$ cat src/rtl/risc_pkg.sv
// Shared types and constants for the 8-bit RISC core: opcodes, sequencer states
// and the opcode position inside the instruction register.
package risc_pkg;
    localparam int OPC_W   = 3;
    localparam int ST_W    = 3;
    localparam int OPC_MSB = 15;

    typedef enum logic [OPC_W-1:0] {
        HLT  = 3'd0,
        SKZ  = 3'd1,
        ADD  = 3'd2,
        ANDD = 3'd3,
        XORR = 3'd4,
        LDA  = 3'd5,
        STO  = 3'd6,
        JMP  = 3'd7
    } opcode_e;

    typedef enum logic [ST_W-1:0] {
        S0 = 3'd0, S1 = 3'd1, S2 = 3'd2, S3 = 3'd3,
        S4 = 3'd4, S5 = 3'd5, S6 = 3'd6, S7 = 3'd7
    } state_e;
endpackage

$ cat src/rtl/machine_ena.sv
// Arming flop: set by the first fetch strobe after reset, held until rst drops.
module machine_ena (
    input  logic clk1,
    input  logic rst,
    input  logic fetch,
    output logic ena
);
    always_ff @(posedge clk1 or negedge rst) begin
        if (!rst) begin
            ena <= 1'b0;
        end else if (fetch) begin
            ena <= 1'b1;
        end
    end
endmodule

$ cat src/rtl/machine_ctl.sv
// Instruction-cycle sequencer: eight states per instruction, combinational strobe
// decode from state/opcode/zero, gated by the arming flop and the halt latch.
module machine_ctl
    import risc_pkg::*;
(
    input  logic             clk1,
    input  logic             rst,
    input  logic             fetch,
    input  logic [OPC_W-1:0] opcode,
    input  logic             zero,
    output logic             load_ir,
    output logic             inc_pc,
    output logic             load_pc,
    output logic             rd,
    output logic             wr,
    output logic             load_acc,
    output logic             datactl_ena,
    output logic             halt,
    output logic [ST_W-1:0]  state
);
    logic    ena;
    state_e  state_reg;
    logic    halted_reg;
    opcode_e opc;

    assign opc   = opcode_e'(opcode);
    assign state = state_reg;

    machine_ena u_ena (
        .clk1  (clk1),
        .rst   (rst),
        .fetch (fetch),
        .ena   (ena)
    );

    // A HLT in S3 latches halted and leaves the state parked at S3.
    always_ff @(posedge clk1 or negedge rst) begin
        if (!rst) begin
            state_reg  <= S0;
            halted_reg <= 1'b0;
        end else if (ena && !halted_reg) begin
            if (state_reg == S3 && opc == HLT) begin
                halted_reg <= 1'b1;
            end else begin
                state_reg <= state_e'(state_reg + 3'd1);
            end
        end
    end

    always_comb begin
        load_ir     = 1'b0;
        inc_pc      = 1'b0;
        load_pc     = 1'b0;
        rd          = 1'b0;
        wr          = 1'b0;
        load_acc    = 1'b0;
        datactl_ena = 1'b0;
        halt        = 1'b0;
        if (ena) begin
            if (halted_reg) begin
                halt = 1'b1;
            end else begin
                case (state_reg)
                    S0, S1: begin
                        rd      = 1'b1;
                        load_ir = 1'b1;
                        inc_pc  = 1'b1;
                    end
                    S3: halt = (opc == HLT);
                    S4: begin
                        case (opc)
                            ADD, ANDD, XORR, LDA: rd = 1'b1;
                            STO:                  datactl_ena = 1'b1;
                            JMP:                  load_pc = 1'b1;
                            default: ;
                        endcase
                    end
                    S5: begin
                        case (opc)
                            ADD, ANDD, XORR, LDA: begin
                                rd       = 1'b1;
                                load_acc = 1'b1;
                            end
                            STO: begin
                                wr          = 1'b1;
                                datactl_ena = 1'b1;
                            end
                            JMP:     load_pc = 1'b1;
                            SKZ:     inc_pc  = zero;
                            default: ;
                        endcase
                    end
                    S6: datactl_ena = (opc == STO);
                    // Second skip increment steps over both bytes of the next instruction.
                    S7: inc_pc = (opc == SKZ) && zero;
                    default: ;
                endcase
            end
        end
    end
endmodule

$ cat config.mk
export PLATFORM = sky130hd
export DESIGN_NAME = machine_ctl
export DESIGN_NICKNAME = d
export VERILOG_FILES = /design/src/rtl/risc_pkg.sv /design/src/rtl/machine_ena.sv /design/src/rtl/machine_ctl.sv
export SDC_FILE = /design/constraint.sdc
export NUM_CORES = 1
export LEC_CHECK = 0
export CAP_MARGIN = 20
export CELL_PAD_IN_SITES_DETAIL_PLACEMENT = 0
export CELL_PAD_IN_SITES_GLOBAL_PLACEMENT = 1
export CORE_AREA = 2 2 40 42
export CTS_CLUSTER_DIAMETER = 80
export DETAILED_ROUTE_END_ITERATION = 10
export DIE_AREA = 0 0 42 44
export GPL_TIMING_DRIVEN = 0
export PLACE_DENSITY = 0.78
export SLEW_MARGIN = 20
export SYNTH_ARGS = -nofsm -noshare
export SYNTH_HDL_FRONTEND = slang
export SYNTH_SLANG_ARGS = --single-unit
$ cat constraint.sdc
create_clock -name clk1 -period 3.05 [get_ports clk1]
set_input_delay 0.305 -clock clk1 [delete_from_list [all_inputs] [get_ports clk1]]
set_output_delay 0.305 -clock clk1 [all_outputs]
set_load 0.02 [all_outputs]
==> metrics.txt, run 1 <==
CTS buffer count 3; layout cells sized above 1 11.29%; First DRT Iteration DRCs 4; Seq pwr share between 20% and 30%; Tightest Pin Transition 0.2828 ns; Synth async-reset ratio 100.0%; leakage about 0.27 nW; Post-route DRC 0; GR Overflow Total 0; Max stage delay on crit path 0.65 ns; first-pass GRT wire length 1421 um; clock power share 12.8%; Max Root-Sink Buffers 2; worst-path cell chain inv_1 > ha_1 > o2111ai_1 > a211oi_1 > clkdlybuf4s50_1; Post-Syn Area per Cell between 9 and 10 um2; antenna cells 0; library cells used by synthesis 23; Core Util, Final between 40% and 50%; CP max stage cell clkdlybuf4s50_1; Sink Count 5; critical path startpoint state[1]; TNS Setup 0 ns; num rows 14; maximum operating frequency 0.4223 GHz; CP Buf/Inv Count 2; Switch Pwr 0.0002561 W; core area 0.001419 mm2; final period utilization 77.64%; Die H 44 um; max reg flops 3; Int Power 0.0003334 W; CP Capture Type primary output; via count 358; Final Hold Vio Count 0; CP delay by family, top buffers and inverters; top_reg_cell synth dfrtp_1; CTS tree yes; Yosys warning total 0; number of synthesized flops with an enable pin 0; critical path class reg2out; gp weighted congestion 0.7176; Syn Inst Count 41; post-CTS sizing 0; Total Routing Usage GR around a tenth; hold slack 0.2817 ns; Area Growth Syn to Fin 53.56%; largest net degree at the start of global routing 10; Slew Viols, Final 0; final wirelength 897 um; vias in the first global route 330; Synth Register Bits 5; top-count cell post-synth ha_1; Mapped Area 404.1 um2; first-pass detailed-route iteration total 3; Clock Root Buffer clkbuf_4; average vias per placed instance 4.590; CTS Hold Bufs 0; routed len/inst 11.50 um; Clk pin slew, worst setup/hold paths 0.04 ns; later-pin clock latency in the skew report between 0.2 and 0.25 ns; Max H-tree Level 1; clock skew 0.001667 ns; Final nets between 70 and 80; Critical Path RT 2.74 ns; IO Count 18; total of max-cap violations 0; dpl hpwl 697.4 um; cell taking the most area after synthesis dfrtp_1; Synth Net Count 54; initial antenna violation count 0; initial core utilization 28.48%; die area between 0.0015 and 0.002 mm2; CP max FO 6; uppermost layer routed met3; reg2reg start state[1]; routed wl met3 approximately 44 um; number of setup violations in the final report 0; Post-synth top cells 6 x ha_1, 5 x dfrtp_1, 4 x inv_1, 3 x nor2_1, 3 x nor3_1; ranking of synthesized cells by area dfrtp_1 31%, ha_1 19%, nor4b_4 5.9%; Routed Antenna Nets 0; sequential fraction of the synthesis area between 30% and 40%; startpoint class of the critical path flop; chip width roughly 42 um; RSZ-0062 raised after global routing no; pwr dens about 950 mW/mm2; met2 wire len 398 um; Combinational Power Share 63.7%; outcome finished, final reports clean; Yosys top cell area share 30.96%; I/O Buffers 17; Tmin final 2.368 ns; Worst Hold Class in2async; Sw Ratio 43.44%; CP arrival 2.06 ns; Post-CTS Setup Repair Bufs 0; M1 WL roughly 450 um; VDD IR max 0.6349 mV; Max-slew headroom 81.06%
## power by group through the flow
| stage | clock (W) | combinational [W] | sequential [W] |
|---|---|---|---|
| floorplan | 0 | 0.000213 | 0.000156 |
| global placement | 0 | 0.000378 | 0.000140 |
| detailed placement | 0 | 0.000379 | 0.000141 |
| CTS | 0.0000769 | 0.000381 | 0.000140 |
| global route | 0.0000798 | 0.000416 | 0.000147 |
| finish | 0.0000752 | 0.000375 | 0.000139 |
## cells in the final DEF (no fill, tap or decap)
cell,instances
a211oi_1,1
a21o_1,1
a21oi_1,2
and2_1,1
clkbuf_1,1
clkbuf_4,3
clkdlybuf4s50_1,17
dfrtp_1,5
ha_1,6
inv_1,4
mux2_4,1
mux2i_1,1
nand2_1,1
nand2b_1,1
nand3_1,1
nor2_1,3
nor2_2,1
nor3_1,3
nor4b_4,1
o2111ai_1,1
o21a_1,1
o21ai_0,1
o21bai_1,1
o31a_1,1
or2_2,1
xnor2_1,2
## through the flow
stage	setup WS, ns	instance area, um2	power, W	instances
after detailed placement	0.7310	594.3	0.0005204	74
after global routing	0.5447	620.6	0.0006425	78
after CTS	0.6609	620.6	0.0005986	78
after global placement	0.7025	594.3	0.0005187	74
final	0.6821	620.6	0.0005894	78
after floorplan	1.217	404.1	0.0003689	41
## cell type report
class,instances,area (um2)
Fill cell,139,798.3
Multi-Input combinational cell,32,264.0
Clock buffer,4,26.28
Sequential cell,5,125.1
Inverter,4,15.01
Tap cell,16,20.02
Timing Repair Buffer,17,170.2
## metal layers
metal	global-route usage, %	vias to the layer above
met5	0	-
met1	14.90	160
met2	15.00	13
met3	0.8333	0
met4	5.806	0
li1	-	185
## worst paths after layout
path                         endpoint  slack [ns]  cells past startpoint
setup / recovery               inc_pc        0.68                      5
hold / removal               state[0]        0.28                      1
setup reg to reg             state[1]        1.40                      5
hold reg to reg            halted_reg        0.47                      1
max in group asynchronous   u_ena.ena        2.59                      1
min in group clk1          halted_reg        0.47                      1
## worst reg2reg max path, delay by kind of cell (launching register included)
family | cells | cell delay (ns)
adders and majority gates | 2 | 0.41
DFF | 1 | 0.44
muxes | 1 | 0.32
and+or+nand+nor | 2 | 0.36
## logic make-up (layout without fill, tap and decap cells)
group                    Yosys count  in the layout  synth area share [%]
AND/OR/NAND/NOR                   13             13                 20.74
AO/OA/AOI/OAI                      9              9                 15.48
adder cells (fa/ha/maj)            6              6                 18.58
flip-flops                         5              5                 30.96
buffers and inverters              4             25                 3.714
XOR/XNOR                           2              2                 4.335
multiplexers                       2              2                 6.191
Power figures use the tool's default switching activity.
==> run 2, diff against run 1 <==
CORE_AREA = 2 2 41 43   (was 2 2 40 42)
DIE_AREA = 0 0 43 45   (was 0 0 42 44)
PLACE_DENSITY = 0.75   (was 0.78)
clock period = 2.3 ns   (was 3.05 ns; I/O delays follow)
==> run 2 against run 1 <==
  * Non-clock buffer count did not move
  * Combinational power increased by 30%
  * Sequential share of layout area down 0.16 points
  * Critical endpoint is now datactl_ena
  * Largest power group unchanged
  * Cell count is the same
==> metrics.txt, run 2 (same netlist as run 1, synthesis figures left out) <==
worst reg-to-reg path cell count 5 (unchanged); Final Hold Vio Count 0 (unchanged); Area Growth Syn to Fin 54.80%; critical path startpoint opcode[2]; layout cells sized above 1 11.29% (unchanged); number of setup violations in the final report 0 (unchanged); GR Overflow Total 0 (unchanged); commonest non-fill, non-tap cell in the layout clkdlybuf4s50_1; Worst Slack Setup Final 0.08959 ns (-0.5925 ns); CP max stage cell clkdlybuf4s50_1; num rows 14 (unchanged); met2 Use GR 15.76% (+0.76 points); Max-slew headroom 80.55% (-0.52 points); Max Root-Sink Buffers 2 (unchanged); post-CTS sizing 2 (+2); VDD IR max 0.7461 mV (+18%); R2R Path End state[1]; leakage 0.3234 nW (+22%); Worst R2R Setup Slack 0.66 ns (-0.74 ns); CP max FO 4 (-2); Max H-tree Level 1 (unchanged); TNS Setup 0 ns (unchanged); IO Count 18 (unchanged); Routed Antenna Nets 0 (unchanged); Slew Viols, Final 0 (unchanged); Tightest Pin Transition 0.2906 ns (+0.007742 ns); first-pass GRT wire length 1476 um (+3.9%); outcome finished, final reports clean; Setup crit end datactl_ena; Total Routing Usage GR 10.30% (about the same); pwr dens 1237 mW/mm2 (+30%); Clk pin slew, worst setup/hold paths 0.04 ns (about the same); dpl hpwl 673.4 um (-3.4%); routed len/inst 11.79 um (+2.6%); Critical Path RT 2.07 ns (-0.67 ns); final period utilization 96.10%; vias in the first global route 353 (+7.0%); core area 0.001471 mm2 (+3.7%); via count 366 (+2.2%); antenna cells 0 (unchanged); maximum operating frequency 0.4524 GHz; busiest grt layer met2; startpoint class of the critical path input pin; largest net degree at the start of global routing 10 (unchanged); Most Frequent Cell on Critical Path clkdlybuf4s50_1; Post-route DRC 0 (unchanged); Place WS 0.1021 ns (-0.6289 ns); placed instance area 594.3 um2 (unchanged); most frequent cells in the layout 12 x clkdlybuf4s50_1, 6 x ha_1, 5 x dfrtp_1, 4 x inv_1; Worst Hold Class in2async; CP Capture Type primary output; initial antenna violation count 0 (unchanged); first-pass detailed-route iteration total 2 (-1); critical path class in2out; Tmin final around 2.2 ns; clock skew 0.0001898 ns (-0.001477 ns); initial core utilization 27.47% (-1.0 points); final wirelength 920 um (+2.6%); CTS Hold Bufs 0 (unchanged); I/O Buffers 17 (unchanged); gp weighted congestion 0.7165 (-0.15%); max reg flops 3 (unchanged); Max stage delay on crit path 0.60 ns (-0.05 ns); RSZ-0062 raised after global routing no; CTS buffer count 3 (unchanged); First DRT Iteration DRCs 2 (-2); CP arrival 1.98 ns (-0.08 ns); met3 Track Usage GR 3.600% (+2.8 points); Post-CTS Setup Repair Bufs 0 (unchanged); Die H 45 um (+2.3%); die area 0.001935 mm2 (+4.7%); average vias per placed instance 4.692 (+2.2%); later-pin clock latency in the skew report 0.24 ns (about the same); final instance area 625.6 um2 (+0.81%); total of max-cap violations 0 (unchanged); Sink Count 5 (unchanged); Final nets 76 (unchanged); reg2reg start state[1]; Clock Root Buffer clkbuf_4; CTS tree yes; grt met1 use 12.87% (-2.0 points); chip width 43 um (+2.4%); worst-path cell chain clkdlybuf4s50_1 > nand3_1 > nor3_1 > o31a_1 > clkdlybuf4s50_1; Core Util, Final 42.52% (-1.2 points)
[run 2: cell count changes in the layout (fill, tap and decap cells not counted), sizes merged]
cell / previous run / this run
dlygate4sd2: 0 / 2
clkdlybuf4s50: 17 / 12
dlymetal6s2s: 0 / 3
[run 2: metal layers]
metal  vias to the layer above  part of all wire (%)
li1                        184                     -
met1                       171                    46
met2                        11                    47
met3                         0                   6.6
met4                         0                     0
met5                         -                     0
[run 2: area by class of cell]
cell class                      count  area, um2
Fill cell                         153      845.8
Multi-Input combinational cell     32      264.0
Timing Repair Buffer               17      175.2
Sequential cell                     5      125.1
Clock buffer                        4      26.28
Tap cell                           16      20.02
Inverter                            4      15.01
[run 2: stage by stage]
stage,hold slack (ns),power [W],instances
6_report,0.2058,0.0007738,78
5_1_grt,0.2121,0.0008362,78
4_1_cts,0.2074,0.0007892,78
3_5_place_dp,0.4622,0.0006860,74
3_3_place_gp,0.4529,0.0006892,74
2_1_floorplan,-0.06559,0.0004893,41
[run 2: worst min-delay path by stage]
stage	to	slack, ns	depth (start not counted)
6_report	u_ena.ena	0.21	1
2_1_floorplan	halted_reg	-0.07	0
3_5_place_dp	halted_reg	0.46	1
3_3_place_gp	halted_reg	0.45	1
4_1_cts	state[0]	0.21	1
5_1_grt	halted_reg	0.21	1
[run 2: worst max-delay path: cells and delay by family]
family / cells / cell delay [ns]
AO/OA/AOI/OAI: 1 / 0.17
buffers and inverters: 2 / 1.19
AND/OR/NAND/NOR: 2 / 0.39
[run 2: report_power, final]
part           switching, W  internal [W]
Combinational      0.000249      0.000236
Sequential        0.0000581      0.000128
Clock             0.0000367     0.0000656
==> run 3, diff against run 2 <==
SKIP_CTS_REPAIR_TIMING = 1   (was not set)
==> run 3 against run 2 <==
  * Via count up 1.9%
  * Critical path depth is the same
  * Sequential share of layout area down 0.078 points
  * Clock skew increased by 0.00056 ns
  * Clock power about the same
  * First-iteration DRC count unchanged
  * Count of clock-buffer cells in the layout unchanged
  * Flip-flop and latch count did not move
  * Maximum frequency rose by 0.43%
  * Design area is 2.4% higher
  * Utilization increased by 1.0 points
  * Combinational power up 2%
  * Highest routed layer unchanged
==> metrics.txt, run 3 (same netlist as run 1, synthesis figures left out) <==
commonest non-fill, non-tap cell in the layout clkdlybuf4s50_1; Tightest Pin Transition 0.2662 ns (-0.02440 ns); CP Capture Type primary output; IO Count 18 (unchanged); die area 0.001935 mm2 (unchanged); Final nets 77 (+1.3%); leakage 0.3297 nW (+2.0%); VDD IR max 0.6856 mV (-8.1%); initial core utilization 27.47% (unchanged); final total power 0.0007862 W (+1.6%); chip width 43 um (unchanged); total of max-cap violations 0 (unchanged); largest net degree at the start of global routing 10 (unchanged); CP arrival 1.97 ns (about the same); layout cells sized above 1 15.87% (+4.6 points); Post-route DRC 0 (unchanged); average vias per placed instance 4.722 (+0.62%); Clk pin slew, worst setup/hold paths 0.04 ns (about the same); Final Hold Vio Count 0 (unchanged); first-pass GRT wire length 1490 um (+0.95%); Max H-tree Level 1 (unchanged); CTS tree yes; outcome finished, final reports clean; Max Root-Sink Buffers 2 (unchanged); num rows 14 (unchanged); Clock Root Buffer clkbuf_4; maximum operating frequency 0.4543 GHz (+0.43%); Worst R2R Setup Slack 0.54 ns (-0.12 ns); number of setup violations in the final report 0 (unchanged); Place WS 0.1021 ns (unchanged); later-pin clock latency in the skew report 0.24 ns (about the same); dpl hpwl 673.4 um (unchanged); critical path class in2out; startpoint class of the critical path input pin; final period utilization 95.69% (-0.41 points); TNS Setup 0 ns (unchanged); critical path startpoint opcode[2]; most frequent cells in the layout 13 x clkdlybuf4s50_1, 6 x ha_1, 4 x inv_1, 4 x dlymetal6s2s_1; core area 0.001471 mm2 (unchanged); hold slack 0.2069 ns (+0.001112 ns); RSZ-0062 raised after global routing no; GR Overflow Total 0 (unchanged); gp weighted congestion 0.7165 (unchanged); First DRT Iteration DRCs 2 (unchanged); Slew Viols, Final 0 (unchanged); antenna cells 0 (unchanged); first-pass detailed-route iteration total 2 (unchanged); Sink Count 5 (unchanged); Worst Slack Setup Final 0.09904 ns (+0.009452 ns); final wirelength 922 um (+0.22%); max reg flops 3 (unchanged); Core Util, Final 43.54% (+1.0 points); I/O Buffers 17 (unchanged); Total Routing Usage GR 10.39% (+0.084 points); Max-slew headroom 82.18% (+1.6 points); CTS buffer count 3 (unchanged); vias in the first global route 359 (+1.7%); routed len/inst 11.67 um (-1.1%); pwr dens 1227 mW/mm2 (-0.78%); Worst Hold Class in2async; number of fill cells in the layout 154 (+0.65%); CP max FO 4 (unchanged); Die H 45 um (unchanged); Routed Antenna Nets 0 (unchanged); Area Growth Syn to Fin 58.51%; clock skew 0.0007488 ns (+0.0005589 ns); Critical Path RT 2.07 ns (about the same); initial antenna violation count 0 (unchanged); Tmin final 2.201 ns (-0.009452 ns); via count 373 (+1.9%); reg2reg start state[0]
[run 3: changes by cell type in the layout (fill, tap and decap cells not counted)]
cell	change
dfrtp_1	-2
clkdlybuf4s50_1	+1
dlygate4sd2_1	-2
dlymetal6s2s_1	+1
buf_4	+1
dfrtp_2	+2
[run 3: worst paths after layout]
path	cells after the start	endpoint
hold reg to reg	1	halted_reg
setup reg to reg	6	state[1]
setup / recovery	5	datactl_ena
max in group asynchronous	1	state[2]
hold / removal	1	u_ena.ena
min in group clk1	1	halted_reg
[run 3: final cells by class]
class	instances	area [um2]	area share, %
clock buffer	4	26.28	4.102
inverter	4	15.01	2.344
multi-input combinational	32	264.0	41.21
sequential	5	127.6	19.92
tap	16	20.02	3.125
timing repair buffer	18	187.7	29.30
[run 3: stage by stage]
| step | cells | instance area [um2] |
|---|---|---|
| 2_1_floorplan | 41 | 404.1 |
| 4_1_cts | 78 | 620.6 |
| 6_report | 79 | 640.6 |
| 3_5_place_dp | 74 | 594.3 |
| 5_1_grt | 79 | 640.6 |
| 3_3_place_gp | 74 | 594.3 |
[run 3: routing by layer]
| layer | vias up | global-route usage, % | part of all wire (%) |
|---|---|---|---|
| met4 | 0 | 5.455 | 0 |
| met5 | - | 0 | 0 |
| li1 | 187 | - | - |
| met1 | 175 | 13.12 | 46 |
| met3 | 0 | 3.600 | 6.5 |
| met2 | 11 | 15.76 | 47 |
[run 3: critical path, cell delays in order]
cell             delay (ns)
clkdlybuf4s50_1        0.59
nand3_1                0.13
nor3_1                 0.25
o31a_1                 0.17
clkdlybuf4s50_1        0.60
[run 3: power by group]
part / switching [W] / internal [W] / total, W
logic: 0.000249 / 0.000245 / 0.000495
clock network: 0.0000363 / 0.0000656 / 0.000102
registers: 0.0000577 / 0.000132 / 0.000189
